[config.mk]
export PLATFORM = sky130hd
export DESIGN_NAME = id_ex_hazard_stage
export DESIGN_NICKNAME = d
export VERILOG_FILES = /design/src/rtl/id_ex_hazard_stage.sv
export SDC_FILE = /design/constraint.sdc
export NUM_CORES = 1
export LEC_CHECK = 0
export ABC_AREA = 1
export BUFFER_PORTS_ARGS = -buffer_cell sky130_fd_sc_hd__buf_4
export CAP_MARGIN = 10
export CORE_AREA = 2 2 226 228
export DETAILED_ROUTE_END_ITERATION = 10
export DIE_AREA = 0 0 228 230
export GPL_TIMING_DRIVEN = 0
export PLACE_DENSITY = 0.5
export SLEW_MARGIN = 30
export SYNTH_ARGS = -nofsm -noshare
export SYNTH_HDL_FRONTEND = slang
export SYNTH_SLANG_ARGS = --single-unit
[constraint.sdc]
create_clock -name clk -period 1.8 [get_ports clk]
set_input_delay 0.09 -clock clk [delete_from_list [all_inputs] [get_ports clk]]
set_output_delay 0.09 -clock clk [all_outputs]
set_load 0.02 [all_outputs]
[src/rtl/id_ex_hazard_stage.sv]
// ---------------------------------------------------------------------------
// id_ex_hazard_stage
//
// Purpose:
//   ID/EX pipeline register with load-use hazard detection. A load in ID/EX
//   whose destination is read by the instruction in ID causes a one-cycle
//   bubble. PC and IF/ID are frozen for that cycle. An EX-stage redirect
//   (flush) discards the decode instruction and takes priority over a stall.
//   A saturating counter records the number of stall cycles.
//
// Ports:
//   clk, reset          clock, synchronous active-high reset
//   if_id_*             decode-slot instruction fields (valid, register
//                       indices, source-use flags, operands, imm, pc, ctrl)
//   flush               EX redirect: replace the decode instruction with a bubble
//   pc_write            PC enable (combinational, low only while stalling)
//   if_id_write         IF/ID enable (combinational, same value as pc_write)
//   id_ex_*             registered copy of the decode fields for EX/forwarding
//   stall_count         saturating count of stall cycles
//
// ctrl bit order: {RegWrite, MemRead, MemWrite, MemtoReg, Branch, ALUSrc,
//                  ALUOp[1:0], Jump}
// ---------------------------------------------------------------------------
module id_ex_hazard_stage #(
  parameter int DATA_W = 64,
  parameter int CNT_W  = 16
) (
  input  logic              clk,
  input  logic              reset,
  input  logic              if_id_valid,
  input  logic [4:0]        if_id_Rs1,
  input  logic [4:0]        if_id_Rs2,
  input  logic [4:0]        if_id_rd,
  input  logic              if_id_uses_rs1,
  input  logic              if_id_uses_rs2,
  input  logic [DATA_W-1:0] if_id_rs1_data,
  input  logic [DATA_W-1:0] if_id_rs2_data,
  input  logic [DATA_W-1:0] if_id_imm,
  input  logic [DATA_W-1:0] if_id_pc,
  input  logic [8:0]        if_id_ctrl,
  input  logic              flush,
  output logic              pc_write,
  output logic              if_id_write,
  output logic              id_ex_valid,
  output logic [4:0]        id_ex_Rs1,
  output logic [4:0]        id_ex_Rs2,
  output logic [4:0]        id_ex_rd,
  output logic [DATA_W-1:0] id_ex_rs1_data,
  output logic [DATA_W-1:0] id_ex_rs2_data,
  output logic [DATA_W-1:0] id_ex_imm,
  output logic [DATA_W-1:0] id_ex_pc,
  output logic [8:0]        id_ex_ctrl,
  output logic [CNT_W-1:0]  stall_count
);

  localparam int MEMREAD_BIT = 7;

  // Increment that sticks at all-ones instead of wrapping.
  function automatic logic [CNT_W-1:0] sat_inc(input logic [CNT_W-1:0] v);
    if (&v) begin
      return v;
    end
    return v + {{(CNT_W-1){1'b0}}, 1'b1};
  endfunction

  logic              valid_q, valid_d;
  logic [4:0]        rs1_q, rs1_d;
  logic [4:0]        rs2_q, rs2_d;
  logic [4:0]        rd_q, rd_d;
  logic [DATA_W-1:0] rs1_data_q, rs1_data_d;
  logic [DATA_W-1:0] rs2_data_q, rs2_data_d;
  logic [DATA_W-1:0] imm_q, imm_d;
  logic [DATA_W-1:0] pc_q, pc_d;
  logic [8:0]        ctrl_q, ctrl_d;
  logic [CNT_W-1:0]  cnt_q, cnt_d;

  logic hazard;
  logic stall;
  logic rs1_match;
  logic rs2_match;

  // Load-use detection works from the registered load in ID/EX against the
  // live decode instruction. rd = 0 loads never stall because x0 is never
  // really written.
  always_comb begin
    rs1_match = if_id_uses_rs1 & (if_id_Rs1 == rd_q);
    rs2_match = if_id_uses_rs2 & (if_id_Rs2 == rd_q);
    hazard    = valid_q & ctrl_q[MEMREAD_BIT] & (rd_q != 5'd0) &
                if_id_valid & (rs1_match | rs2_match);
    stall     = hazard & ~flush;
  end

  // Reset forces the enables high so fetch resumes immediately afterwards.
  assign pc_write    = ~(stall & ~reset);
  assign if_id_write = ~(stall & ~reset);

  always_comb begin
    // Bubble by default: zero control and indices so nothing forwards or
    // writes back, and zero data for a clean, deterministic slot.
    valid_d    = 1'b0;
    rs1_d      = 5'd0;
    rs2_d      = 5'd0;
    rd_d       = 5'd0;
    rs1_data_d = '0;
    rs2_data_d = '0;
    imm_d      = '0;
    pc_d       = '0;
    ctrl_d     = 9'd0;
    cnt_d      = cnt_q;

    if (flush) begin
      // Redirect wins: bubble, and the discarded hazard is not a stall.
      cnt_d = cnt_q;
    end else if (stall) begin
      cnt_d = sat_inc(cnt_q);
    end else begin
      valid_d    = if_id_valid;
      rs1_data_d = if_id_rs1_data;
      rs2_data_d = if_id_rs2_data;
      imm_d      = if_id_imm;
      pc_d       = if_id_pc;
      // An empty decode slot must not carry register indices or control
      // that the forwarding unit or writeback could act on.
      if (if_id_valid) begin
        rs1_d  = if_id_Rs1;
        rs2_d  = if_id_Rs2;
        rd_d   = if_id_rd;
        ctrl_d = if_id_ctrl;
      end
    end
  end

  // ID -> EX register boundary
  always_ff @(posedge clk) begin
    if (reset) begin
      valid_q    <= 1'b0;
      rs1_q      <= 5'd0;
      rs2_q      <= 5'd0;
      rd_q       <= 5'd0;
      rs1_data_q <= '0;
      rs2_data_q <= '0;
      imm_q      <= '0;
      pc_q       <= '0;
      ctrl_q     <= 9'd0;
      cnt_q      <= '0;
    end else begin
      valid_q    <= valid_d;
      rs1_q      <= rs1_d;
      rs2_q      <= rs2_d;
      rd_q       <= rd_d;
      rs1_data_q <= rs1_data_d;
      rs2_data_q <= rs2_data_d;
      imm_q      <= imm_d;
      pc_q       <= pc_d;
      ctrl_q     <= ctrl_d;
      cnt_q      <= cnt_d;
    end
  end

  assign id_ex_valid    = valid_q;
  assign id_ex_Rs1      = rs1_q;
  assign id_ex_Rs2      = rs2_q;
  assign id_ex_rd       = rd_q;
  assign id_ex_rs1_data = rs1_data_q;
  assign id_ex_rs2_data = rs2_data_q;
  assign id_ex_imm      = imm_q;
  assign id_ex_pc       = pc_q;
  assign id_ex_ctrl     = ctrl_q;
  assign stall_count    = cnt_q;

endmodule

# Word level (Yosys, flattened, before mapping)
# Cells that the tools add are included.
# word_totals
reg_bits	297
in_bits	286
out_inout_bits	299
elab_cells	36
# classes
n_addsub	1
n_eq_ne	3
muxes	4
bitwise	13
n_reduce_logical	5
# op_table
cell	n
adder 16 x 1 -> 16 bit, second input constant	1
2-to-1 mux 16 bit	1
AND reduction 16 bit	1
equality test 5 bit	2
bitwise AND 1 bit	8
nonzero test 5 bit	1
inverter 1 bit	4
OR reduction 4 bit	1
2-to-1 mux 1 bit	3
AND reduction 3 bit	1
OR reduction 3 bit	1
inequality test 2 bit, second input constant	1
OR 1 bit	1

# Longest topological paths before layout
# depth
ltp_word	9
ltp_mapped	12
depth_no_buf	11

# Worst setup path before layout
# Ideal clock, no wire load.
# synth_path
kind	flip-flop to flip-flop
startpoint	reg cnt_q[0], in the netlist stall_count[0]
endpoint	reg cnt_q[2], in the netlist stall_count[2]
setup_time_ns	0.115
arrival_ns	1.577
required_time_ns	1.685
path_slack_ns	0.108
stages_incl_launch_ff	10
path_buffers	1
synth_period_minus_slack_ns	1.692
cell_sequence	dfxtp_1 > ha_1 > nand2_1 > nor2_2 > nand4_1 > nand2_1 > nor2_4 > buf_4 > a21oi_1 > nor2_1
# synth_between
elab_chain_cells	6
elab_cells_between_ends	8
cone_classes	add/sub (1); eq/ne (1); mux (4); reduce/logical (2)
# synth_rtl
element	line_no	rtl
start, declared	75	logic [CNT_W-1:0] cnt_q, cnt_d;
start signal, assigned	156	cnt_q <= cnt_d;
AND reduction 16 bit	60	if (&v) begin
2-to-1 mux 1 bit	60	
2-to-1 mux 1 bit	114	end else if (stall) begin
2-to-1 mux 1 bit	111	if (flush) begin
inequality test 2 bit (no source line)	n/a	
AND reduction 3 bit (no source line)	n/a	
# Several ways; a longest one is shown, not always the timed one. The select of a mux whose other input is x is not followed.
# A chain may end at the register's enable or synchronous reset.

# Final worst setup path
# layout_path
startpoint	reg rd_q[3], in the netlist id_ex_rd[3]
endpoint	out pc_write
# layout_between
elab_chain_cells	7
elab_cells_between_ends	12
cone_classes	eq/ne (2); bitwise (9); reduce/logical (1)
# layout_rtl
element	line_no	rtl
start, declared	69	logic [4:0] rd_q, rd_d;
start signal, assigned	150	rd_q <= rd_d;
equality test 5 bit (tied with other cells)	86	rs1_match = if_id_uses_rs1 & (if_id_Rs1 == rd_q);
bitwise AND 1 bit, on equally long branches	86, 87, 88	
OR 1 bit or bitwise AND 1 bit (tied branches)	89, 88	
bitwise AND 1 bit *	89	if_id_valid & (rs1_match | rs2_match);
bitwise AND 1 bit *	90	stall = hazard & ~flush;
bitwise AND 1 bit *	94	assign pc_write = ~(stall & ~reset);
inverter 1 bit *	94	
end, declared	42	output logic pc_write,
# Every way passes the cells marked *; elsewhere a longest branch is shown, timed or not.

==> impl_metrics.ini <==
[detailed_routing]
drt-wirelength-per-cell_um = 14.2
final_antenna_net_count = 0
vias_per_cell = 3.56
drt_iter0_markers = 278
route.detailed.drc = 0
dr.pass1.iters = 4
routed_wl_um = 37900
num_vias = 9525

[critical_path]
cp_data_arrival_time_ns = 1.71
crit_chain = inv_2 -> nand2_1 -> nand2_1 -> nor2_2 -> nand3_2 -> nand2_4 -> nand3_4 -> buf_6 -> buf_6
cpPeakStageDelay_ns = 0.36
critPathMaxFanout = 4
critPathKind = reg -> out
startpoint_type = flop
cp.required_ns = 1.71
cp_num_cells = 9
r2r_cells = 11
crit_path_top_delay_cell = dfxtp_4
crit_start = id_ex_rd[3]
rr_endpoint = id_ex_rs1_data[0]
r2r_start = id_ex_rd[3]
endpoint = pc_write
crit_buf_inv = 3
reg2reg_setup_slack_ns = 0.14
critPathCaptureType = output port
path_delay_family = simple AND/OR/NAND/NOR gates

[floorplanning]
start_util = 0.182
fp.dieW_um = 228
core_area_um2 = 49900
dieArea_um2 = 52400
rows = 82
die_h_um = 230
num_io_pins = 585

[timing]
finalSetupViolCount = 1
final_hold_viol_count = 0
drv_slew = 0
min_period_over_period = 1.00
period_needed_ns = 1.80
slew_headroom = 0.720
rsz0062_at_grt = yes
worst_pin_slew_ns = 0.418
setup_ws_ns = -0.00213
max_freq_ghz = 0.555
fin_skew_ns = 0.0127

[grt]
grt_pass1_vias = 10200
track_usage = 0.140
grt_start_max_net_pins = 14
antenna_found_initial = 3
grt_pass1_wl_um = 56900
grt_remaining_overflow = 0

[cells_and_area]
nets = 2260
finalInstanceArea_um2 = 18500
drive_above_1_share = 0.354
final_util = 0.371
syn_to_final_growth_pct = 103

[power]
internal_power_mw = 12.4
clockPowerShare = 0.442
cellPowerDensity_nw_per_um2 = 884
ir_drop_uv = 565
p_sw_frac = 0.240
p_leak_nw = 9.76
seq_power_share = 0.422
total_switching_power_mw = 3.92
comb_power_share = 0.136

[logic_synthesis]
synthMuxAreaShare = 0
synth_seq_area_share = 0.654
postSynthCellCount = 1067
syn_nets = 1354
synth_fa_ha_area_frac = 0.00138
synth_area_um2 = 9090
ys_warn_count = 0
synth.distinct_cells = 20
synth_xor_xnor_area_share = 0.00578
synth_top_family_by_area = simple AND/OR/NAND/NOR gates
synth-compound-area-share = 0.00826
synth-simple-area-share = 0.178
ys_ff_latch = 297
postSynthAreaPerCell_um2 = 8.52

[clock_tree]
clkSlewWorstSetupHoldPaths_ns = 0.06
clk_latency_ns = 0.54
numClockSinks = 297
cts_root_buffer = clkbuf_16
cts_tree = built
cts_max_level = 2
cts_buffer_depth = 3
cts_buffers = 36

[place]
io_buffers = 583
place_area_um2 = 14300
dp_hpwl_um = 27900
pre_cts_ws_ns = -0.254
routabilityCongestion = 0.903

[worst_hold_path]
min-delay-path-class = in -> reg
hold_start = reset

[flow_run]
drv_cap = 0

[run_status]
violations = negative setup slack
status = finished with violations
[timing repair]
action | in CTS | in global routing
setup buffers | 2 | 0
hold buffers | 283 | 0
endpoints found under the hold margin | 288 | 0
pin swaps | 5 | 9
setup endpoints to repair | 254 | 288
resized for setup | 17 | 32
[state kept, by name, summed over array words and instances, names as in the netlist]
name and cells:
id_ex_Rs2 5, id_ex_valid 1, id_ex_pc 64, id_ex_imm 64, id_ex_ctrl 9, id_ex_rs2_data 64, id_ex_rd 5, id_ex_Rs1 5
stall_count 16, id_ex_rs1_data 64
[placed cells by master, fill, tap and decap left out, types with 2 or more instances in the layout]
cell type and n:
nand4_1 4, dfxtp_2 4, bufinv_16 2, dlygate4sd3_1 283
xor2_1 3, dfxtp_4 4, clkbuf_1 9, buf_6 10
nor2_1 301, clkbuf_16 36, nor3_1 4, nand3_1 17
diode_2 3, nor2_2 8, xnor2_1 3, nor2_4 3
clkbuf_8 9, inv_2 4, buf_4 603, dfxtp_1 289
clkinv_2 3, nand2_2 4, buf_8 2, a21oi_1 15
nand2_1 66, nand3_2 2, nand2_4 2, inv_1 296
[how the worst min path moves through the flow]
stage | endpoint | cells past startpoint
after floorplan | id_ex_Rs1[0] | 2
after global routing | stall_count[11] | 4
after detailed placement | id_ex_rs2_data[37] | 3
final | stall_count[10] | 4
after global placement | id_ex_rs1_data[62] | 3
after CTS | stall_count[10] | 4
[power by group through the flow]
stage | combinational, mW | clock [mW] | sequential (mW)
floorplan | 0.343 | 0 | 7.34
global placement | 1.67 | 0 | 7.04
detailed placement | 1.68 | 0 | 7.04
CTS | 2.22 | 7.49 | 6.90
global route | 2.39 | 7.77 | 6.91
finish | 2.22 | 7.22 | 6.90
[cells in the mapped netlist]
library cell / count / area [µm²]
inv_1: 298 / 1120
inv_2: 3 / 11.3
dfxtp_1: 297 / 5950
nor2_2: 2 / 12.5
buf_6: 4 / 45.0
nand2_1: 69 / 259
nor2_4: 1 / 11.3
nor3_1: 5 / 25.0
buf_4: 27 / 203
nor2_1: 309 / 1160
ha_1: 1 / 12.5
xnor2_1: 3 / 26.3
xor2_1: 3 / 26.3
clkbuf_1: 1 / 3.75
buf_2: 1 / 5.00
nand4_1: 4 / 25.0
a21oi_1: 15 / 75.1
nand3_1: 20 / 100
nand3b_1: 1 / 7.51
nand2_2: 3 / 18.8
[stage by stage]
step / setup TNS (ns) / power (mW) / hold slack [ns] / instances
after floorplan: 0 / 7.69 / 0.202 / 1067
after global placement: -26.87 / 8.71 / 0.302 / 2322
after detailed placement: -27.20 / 8.72 / 0.308 / 2322
after CTS: -0.562 / 16.6 / 0.0663 / 2669
after global routing: -0.792 / 17.1 / 0.101 / 2672
final: -0.00213 / 16.3 / 0.0975 / 2672
[kinds of logic (layout without fill, tap and decap cells)]
kind of cell | after synthesis | after routing
other | 0 | 3
adders and majority gates | 1 | 1
and+or+nand+nor | 414 | 414
DFF | 297 | 297
AOI/OAI and AO/OA | 15 | 15
buffers and inverters | 334 | 1264
xor gates and xnor gates | 6 | 6
[routing by layer]
metal / global-route usage / routed length, µm / share of wire / vias to the layer above
li1: - / - / - / 4773
met1: 0.154 / 14800 / 0.39 / 4299
met2: 0.251 / 19200 / 0.51 / 375
met3: 0.0455 / 2720 / 0.072 / 78
met4: 0.0515 / 1180 / 0.031 / 0
met5: 0 / 0 / 0 / -
[final cells by class]
type / count / area (µm²)
sequential: 297 / 5970
timing repair buffer: 868 / 7230
multi-input combinational: 436 / 1840
clock buffer: 53 / 1050
fill: 4980 / 31400
antenna: 3 / 7.51
inverter: 301 / 1130
clock inverter: 9 / 129
buffer: 33 / 303
tap: 672 / 841
[worst register-to-register path: stages (launching register included)]
cell and delay (ns):
dfxtp_4 0.36, inv_2 0.05, nand2_1 0.05, nand2_1 0.06, nor2_2 0.13, nand3_2 0.09, nand2_4 0.11, nand2_2 0.10
nand2_4 0.14, buf_8 0.18, buf_4 0.21, nor2_1 0.06
(Power assumes the default switching activity.)
